[src/rtl/rom_reader_pkg.sv]
// Shared definitions for the address key conditioner: FSM state codes and
// default timing constants.
package rom_reader_pkg;

    typedef logic [2:0] key_state_t;

    localparam key_state_t ST_IDLE       = 3'd0;
    localparam key_state_t ST_PRESS_INC  = 3'd1;
    localparam key_state_t ST_PRESS_DEC  = 3'd2;
    localparam key_state_t ST_REPEAT_INC = 3'd3;
    localparam key_state_t ST_REPEAT_DEC = 3'd4;
    localparam key_state_t ST_LOCKOUT    = 3'd5;

    localparam int DEF_DEBOUNCE_CYCLES      = 16;
    localparam int DEF_REPEAT_DELAY_CYCLES  = 1000;
    localparam int DEF_REPEAT_PERIOD_CYCLES = 250;

endpackage

[src/rtl/key_debouncer.sv]
// Two-flop synchronizer followed by a consecutive-sample debounce counter for
// one active-low key. Output is the debounced level (1 = released).
module key_debouncer
    import rom_reader_pkg::*;
#(
    parameter int DEBOUNCE_CYCLES = DEF_DEBOUNCE_CYCLES
) (
    input  logic clk,
    input  logic reset_n,
    input  logic i_key_n,
    output logic o_key_n
);

    localparam int CNT_W = $clog2(DEBOUNCE_CYCLES + 1);

    logic [1:0]       r_sync;
    logic             r_level;
    logic [CNT_W-1:0] r_cnt;
    logic             w_sync_key;

    assign w_sync_key = r_sync[1];

    // NOTE: synchronizer flops are reset to "released" so a key held through
    // reset must be re-debounced before it can count as a press.
    always_ff @(posedge clk or negedge reset_n) begin
        if (!reset_n) begin
            r_sync <= 2'b11;
        end else begin
            // NOTE: non-blocking assignments keep both flops sampling the
            // pre-edge values, giving a true two-stage pipeline.
            r_sync <= {r_sync[0], i_key_n};
        end
    end

    always_ff @(posedge clk or negedge reset_n) begin
        if (!reset_n) begin
            r_level <= 1'b1;
            r_cnt   <= '0;
        end else if (w_sync_key != r_level) begin
            if (r_cnt == CNT_W'(DEBOUNCE_CYCLES - 1)) begin
                r_level <= w_sync_key;
                r_cnt   <= '0;
            end else begin
                r_cnt <= r_cnt + 1'b1;
            end
        end else begin
            r_cnt <= '0;
        end
    end

    assign o_key_n = r_level;

endmodule

[src/rtl/address_key_conditioner.sv]
// Turns two raw push-buttons into single-cycle ROM address step pulses.
// Optional auto-repeat is enabled by defining ADDRESS_KEY_AUTO_REPEAT_EN.
module address_key_conditioner
    import rom_reader_pkg::*;
#(
    parameter int DEBOUNCE_CYCLES      = DEF_DEBOUNCE_CYCLES,
    parameter int REPEAT_DELAY_CYCLES  = DEF_REPEAT_DELAY_CYCLES,
    parameter int REPEAT_PERIOD_CYCLES = DEF_REPEAT_PERIOD_CYCLES
) (
    input  logic       clk,
    input  logic       reset_n,
    input  logic       key_inc_n,
    input  logic       key_dec_n,
    output logic       increment_address,
    output logic       decrement_address,
    output logic [2:0] key_state
);

    if (DEBOUNCE_CYCLES < 1 || REPEAT_DELAY_CYCLES < 1 || REPEAT_PERIOD_CYCLES < 1) begin : g_bad_params
        $error("address_key_conditioner: timing parameters must be >= 1");
    end

    logic       w_inc_n;
    logic       w_dec_n;
    logic       w_inc;
    logic       w_dec;
    key_state_t r_state;
    key_state_t w_state_nxt;
    logic       r_inc_pulse;
    logic       r_dec_pulse;
    logic       w_inc_nxt;
    logic       w_dec_nxt;

    key_debouncer #(.DEBOUNCE_CYCLES(DEBOUNCE_CYCLES)) u_deb_inc (
        .clk     (clk),
        .reset_n (reset_n),
        .i_key_n (key_inc_n),
        .o_key_n (w_inc_n)
    );

    key_debouncer #(.DEBOUNCE_CYCLES(DEBOUNCE_CYCLES)) u_deb_dec (
        .clk     (clk),
        .reset_n (reset_n),
        .i_key_n (key_dec_n),
        .o_key_n (w_dec_n)
    );

    assign w_inc = ~w_inc_n;
    assign w_dec = ~w_dec_n;

`ifdef ADDRESS_KEY_AUTO_REPEAT_EN
    localparam int MAX_T   = (REPEAT_DELAY_CYCLES > REPEAT_PERIOD_CYCLES) ?
                             REPEAT_DELAY_CYCLES : REPEAT_PERIOD_CYCLES;
    localparam int TIMER_W = $clog2(MAX_T) + 1;

    logic [TIMER_W-1:0] r_timer;
    logic               w_delay_done;
    logic               w_period_done;
    logic               w_reload;

    assign w_delay_done  = (r_timer == TIMER_W'(REPEAT_DELAY_CYCLES - 1));
    assign w_period_done = (r_timer == TIMER_W'(REPEAT_PERIOD_CYCLES - 1));
    // A repeat pulse restarts the period just like a state change does.
    assign w_reload      = (w_state_nxt != r_state) || w_inc_nxt || w_dec_nxt;

    always_ff @(posedge clk or negedge reset_n) begin
        if (!reset_n) begin
            r_timer <= '0;
        end else if (w_reload || r_state == ST_IDLE || r_state == ST_LOCKOUT) begin
            r_timer <= '0;
        end else begin
            r_timer <= r_timer + 1'b1;
        end
    end
`endif

    always_comb begin
        // NOTE: every output of this block gets a default first, so no path
        // through the case can leave one unassigned and infer a latch.
        w_state_nxt = r_state;
        w_inc_nxt   = 1'b0;
        w_dec_nxt   = 1'b0;
        case (r_state)
            ST_IDLE: begin
                if (w_inc && w_dec) begin
                    w_state_nxt = ST_LOCKOUT;
                end else if (w_inc) begin
                    w_state_nxt = ST_PRESS_INC;
                    w_inc_nxt   = 1'b1;
                end else if (w_dec) begin
                    w_state_nxt = ST_PRESS_DEC;
                    w_dec_nxt   = 1'b1;
                end
            end
            ST_PRESS_INC: begin
                if (w_dec) begin
                    w_state_nxt = ST_LOCKOUT;
                end else if (!w_inc) begin
                    w_state_nxt = ST_IDLE;
`ifdef ADDRESS_KEY_AUTO_REPEAT_EN
                end else if (w_delay_done) begin
                    w_state_nxt = ST_REPEAT_INC;
                    w_inc_nxt   = 1'b1;
`endif
                end
            end
            ST_PRESS_DEC: begin
                if (w_inc) begin
                    w_state_nxt = ST_LOCKOUT;
                end else if (!w_dec) begin
                    w_state_nxt = ST_IDLE;
`ifdef ADDRESS_KEY_AUTO_REPEAT_EN
                end else if (w_delay_done) begin
                    w_state_nxt = ST_REPEAT_DEC;
                    w_dec_nxt   = 1'b1;
`endif
                end
            end
`ifdef ADDRESS_KEY_AUTO_REPEAT_EN
            ST_REPEAT_INC: begin
                if (w_dec) begin
                    w_state_nxt = ST_LOCKOUT;
                end else if (!w_inc) begin
                    w_state_nxt = ST_IDLE;
                end else if (w_period_done) begin
                    w_inc_nxt = 1'b1;
                end
            end
            ST_REPEAT_DEC: begin
                if (w_inc) begin
                    w_state_nxt = ST_LOCKOUT;
                end else if (!w_dec) begin
                    w_state_nxt = ST_IDLE;
                end else if (w_period_done) begin
                    w_dec_nxt = 1'b1;
                end
            end
`endif
            ST_LOCKOUT: begin
                if (!w_inc && !w_dec) begin
                    w_state_nxt = ST_IDLE;
                end
            end
            default: w_state_nxt = ST_IDLE;
        endcase
    end

    always_ff @(posedge clk or negedge reset_n) begin
        if (!reset_n) begin
            r_state     <= ST_IDLE;
            r_inc_pulse <= 1'b0;
            r_dec_pulse <= 1'b0;
        end else begin
            r_state     <= w_state_nxt;
            r_inc_pulse <= w_inc_nxt;
            r_dec_pulse <= w_dec_nxt;
        end
    end

    assign increment_address = r_inc_pulse;
    assign decrement_address = r_dec_pulse;
    assign key_state         = r_state;

endmodule

[config.mk]
export PLATFORM = sky130hd
export DESIGN_NAME = address_key_conditioner
export DESIGN_NICKNAME = d
export VERILOG_FILES = /design/src/rtl/rom_reader_pkg.sv /design/src/rtl/key_debouncer.sv /design/src/rtl/address_key_conditioner.sv
export SDC_FILE = /design/constraint.sdc
export NUM_CORES = 1
export LEC_CHECK = 0
export ABC_CLOCK_PERIOD_IN_PS = 1650
export CAP_MARGIN = 30
export CORE_ASPECT_RATIO = 1.5
export CORE_MARGIN = 1
export CORE_UTILIZATION = 41
export DETAILED_ROUTE_END_ITERATION = 8
export HOLD_SLACK_MARGIN = 0.06
export SLEW_MARGIN = 20
export SYNTH_ARGS = -nofsm -noshare
export SYNTH_HDL_FRONTEND = slang
export SYNTH_SLANG_ARGS = --single-unit
[constraint.sdc]
create_clock -name clk -period 1.65 [get_ports clk]
set_clock_uncertainty 0.1 [all_clocks]
set_input_delay 0.33 -clock clk [delete_from_list [all_inputs] [get_ports clk]]
set_output_delay 0.33 -clock clk [all_outputs]
set_load 0.005 [all_outputs]
* After elaboration in Yosys (flattened, before gate mapping)
Cells that the tools add are included.
Word-level totals: output and inout bits 5, flip-flop bits (word level) 21
Operators by class: bitwise gates (word level) 2, equal/unequal tests 11, add/sub/neg operators 2, reduce and logical (&&, ||, !) cells 6, muxes and demuxes 20
Operator list (number):
- 3-bit two-way mux | 8
- 5-bit two-way mux | 4
- 3-bit one-hot mux with 4 select lines | 1
- 5-bit by 1-bit adder with 5-bit output (second input constant) | 2
- 5-bit by 4-bit equality test with 1-bit output (second input constant) | 2
- 1-bit two-way mux | 7
- 4-bit inequality test (second input constant) | 1
- 2-bit AND reduction | 2
- 4-bit AND reduction | 1
- 3-bit by 1-bit equality test with 1-bit output (second input constant) | 1
- 3-bit by 2-bit equality test with 1-bit output (second input constant) | 1
- 3-bit equality test (second input constant) | 1
- 3-bit zero test | 1
- 3-bit by 2-bit inequality test with 1-bit output (second input constant) | 1
- 3-bit inequality test (second input constant) | 1
- 1-bit logical AND | 2
- 1-bit inequality test | 2
- 2-bit inequality test (second input constant) | 1
- 1-bit NOT | 2

* Longest topological paths before layout
Gate-level depths: netlist of run 1.
depth in word-level cells 4, depth in mapped cells 4

* By module
From an unflattened synthesis of run 1, not the netlist that was laid out.
Unflattened totals: cell total of the unflattened synthesis 65, area total of the unflattened synthesis 824.5 µm²
By module, submodules not included:
- key_debouncer | cells each 23, area each 307.8 µm², times used 2
- address_key_conditioner | cells each 19, area each 209.0 µm², times used 1

* Worst setup path before layout of run 1
Ideal clock, no wire load.
path type register to register, start register u_deb_inc.r_cnt[0], end register u_deb_inc.r_level, in the netlist u_deb_inc.o_key_n, required time 1.465 ns, setup time 0.085 ns, cell stages (with the launch flop) 5, buffers on the path 0, arrival time 1.056 ns, clock period less this slack 1.241 ns, slack 0.409 ns, cells stage by stage dfrtp_1 -> ha_1 -> nand3_1 -> nor2_1 -> mux2_1
On the way: word-level cells in the longest chain between the ends 2
Ends and longest elaborated chain:
- start, declared | RTL line key_debouncer.sv:18 | logic [CNT_W-1:0] r_cnt;
- start signal, assigned | RTL line key_debouncer.sv:44 | r_cnt <= r_cnt + 1'b1;
- 5-bit by 4-bit equality test with 1-bit output | RTL line key_debouncer.sv:40 | if (r_cnt == CNT_W'(DEBOUNCE_CYCLES - 1)) begin
- 2-bit AND reduction (no source line)
- end signal, assigned | RTL line key_debouncer.sv:41 | r_level <= w_sync_key;
- end, declared | RTL line key_debouncer.sv:17 | logic r_level;
Every way passes these cells. A chain may end at the register's enable or synchronous reset.

* Worst setup path in the final report of run 1
start register r_state[2], in the netlist key_state[2], end output key_state[2]
RTL lines:
- start, declared | RTL line address_key_conditioner.sv:27 | key_state_t r_state;
- start signal, assigned | RTL line address_key_conditioner.sv:154 | r_state <= w_state_nxt;
- end, declared | RTL line address_key_conditioner.sv:16 | output logic [2:0] key_state
No word-level cell between the ends.

==> results of run 1 <==
[flip-flops by register name, summed over array words and instances, names as in the netlist]
register	flops
u_deb_dec.o_key_n	1
u_deb_inc.r_cnt	5
u_deb_dec.r_sync	2
increment_address	1
u_deb_inc.o_key_n	1
u_deb_dec.r_cnt	5
decrement_address	1
u_deb_inc.r_sync	2
key_state	3
[layer usage]
metal	vias up	track usage [%]
met1	245	14.7
met2	8	20.1
met5	-	0
met4	0	9.18
met3	2	3.56
li1	245	-
[per-stage QoR]
step                cells  area (µm²)  util (%)
floorplan              63         810         -
global placement       93         923      49.8
detailed placement     93         923      49.8
CTS                   100         972      52.4
global route          100         972      52.4
finish                100         972      52.4
[Yosys cell counts (all sizes together)]
master | number | share of area, %
dfstp | 6 | 19
nor4 | 1 | 0.77
and3 | 2 | 1.5
dfrtp | 15 | 46
nor2 | 9 | 4.5
nor3 | 1 | 0.62
ha | 2 | 3.1
nand2 | 1 | 0.46
o2bb2ai | 1 | 1.1
xor2 | 6 | 7.4
nor2b | 2 | 1.5
nor4b | 1 | 1.1
o21ai | 5 | 3.6
and2 | 3 | 2.3
nand3 | 4 | 2.5
inv | 2 | 0.93
mux2 | 2 | 2.8
[worst min-delay path by stage]
| stage | to | cells past startpoint |
|---|---|---|
| CTS | u_deb_dec.r_cnt[2] | 2 |
| finish | u_deb_inc.r_sync[1] | 0 |
| global placement | u_deb_dec.r_sync[1] | 0 |
| detailed placement | u_deb_dec.r_sync[1] | 0 |
| floorplan | decrement_address | 0 |
| global route | u_deb_dec.r_cnt[2] | 2 |
[logic make-up after synthesis]
group,after synthesis,share of synthesized area [%]
mux,2,2.78
compound gates,6,4.64
xor+xnor,6,7.42
buf+inv,2,0.928
fa+ha+maj,2,3.09
flops,21,65.8
simple gates,24,15.3
[report_power, final]
group	switching (mW)	leakage, nW	total, mW	internal, mW
sequential	0.0116	0.257	0.547	0.536
combinational	0.0222	0.181	0.0427	0.0205
clock	0.140	0.0150	0.234	0.0940
[timing repair]
| action | in CTS | in global routing |
|---|---|---|
| buffers inserted | 3 | 0 |
| setup endpoints to repair | 3 | 0 |
| resized for setup | 0 | 0 |
[layout make-up]
class | count | area (µm²)
multi-input cells | 40 | 269
inverters | 2 | 7.51
flip-flops and latches | 21 | 533
fillers | 177 | 882
repair buffers | 12 | 110
clock buffers | 4 | 26.3
well taps | 21 | 26.3
==> metrics.cfg, run 1 <==
[placement]
io_buffers=8
gp_congestion=0.610
post-place-ws_ns=0.300
hpwlAfterDp_um=775

[hold_path]
min_from=u_deb_inc.r_sync[0]
hold_path.class=flop to flop

[clock_tree]
cts_max_path_buffers=2
cts_root_buffer=clkbuf_4
path_clk_slew_ns=0.10
ctsHoldBuffers=0
cts.sinks=21
cts_tree=built
htree_levels=1
cts_buffers=3
insertion_delay_ns=0.29

[logic_synthesis]
yosysUniqueCellTypes=21
ys_seq_area_share_pct=65.8
synthCells=63
ys_ff_latch=21
syn-num-nets=69
synth_area_um2=810
yosysWarnings=0
postSynthAreaPerCell_um2=12.8

[timing]
hold_viol=0
fin_ws_ns=0.0654
rsz0062_at_grt=false
tightest_slew_ns=0.245
tns_ns=0
period_needed_ns=1.58
slew_viol_final=0
max_freq_mhz=631
period_share_pct=96.0
hold-worst-slack_ns=0.263
slew_headroom_pct=83.5
setup_violations=0

[final_layout]
final_nets=86
drive_gt1_share_pct=20.3
final_common_cell=dfrtp_1
areaGrowthSynthToFinish_pct=20.1
antenna_cells=0
final_cell_mix=15 x dfrtp_1, 8 x nor2_1, 8 x clkdlybuf4s50_1, 6 x dfstp_2, 5 x xor2_1

[run]
maxCapViolCount=0

[worst_setup_path]
reg2regPathDepth=4
endpoint=key_state[2]
worstReg2RegEnd=u_deb_inc.o_key_n
worstPathMaxFanout=2
worstPathCellList=clkdlybuf4s50_1
critPathMaxStageDelay_ns=0.50
cp_num_buf_inv=1
setup.worst_path.start_class=flop
path_depth=1
reg2reg_setup_slack_ns=0.31
worstPathArrival_ns=1.15
critPathSlowestCell=clkdlybuf4s50_1
startpoint=key_state[2]
cp-end-kind=output port
crit_required_ns=1.22
worstReg2RegStart=u_deb_inc.r_cnt[0]
worstSetupPathType=flop to output port
timing.critical_path.max_delay_family=buffers and inverters

[pwr]
p_total_mw=0.824
p_leak_nw=0.452
power_per_cell_area_nw_per_um2=848
vdd_drop_max_mv=0.501

[routing]
first_pass_iters=4
wirelength_um=1140
routed.top_layer=met4
drc=0
vias=500
ant_nets=0
met2_length_um=598
wl_met1_um=488
detail_route.iter0.violations=9
avgRoutedWirePerCell_um=11.4
met3WireLength_um=36
viasPerCell=5.00

[grt]
grt_usage_pct=13.0
grt.overflow.total=0
grt_max_degree=22
grt_pass1_wl_um=1950
antenna_found_initial=0
grt_pass1_vias=472

[die]
die_area_um2=2160
initial_core_util_pct=43.7
die_height_um=56.4
row_count=19
fp.dieW_um=38.3
io_pins=9
core-area_um2=1850

[run_status]
status=finished clean

No activity file was read; power rests on OpenSTA's default activity.
==> run 2: changes to the inputs <==
--- a/config.mk
+++ b/config.mk
@@ -10,6 +10,7 @@
 export CORE_ASPECT_RATIO = 1.5
 export CORE_MARGIN = 1
 export CORE_UTILIZATION = 41
+export CTS_CLUSTER_DIAMETER = 100
 export DETAILED_ROUTE_END_ITERATION = 8
 export HOLD_SLACK_MARGIN = 0.06
 export SLEW_MARGIN = 20
==> results of run 2 <==
Final layout, timing and power as in run 1 (identical DEF).
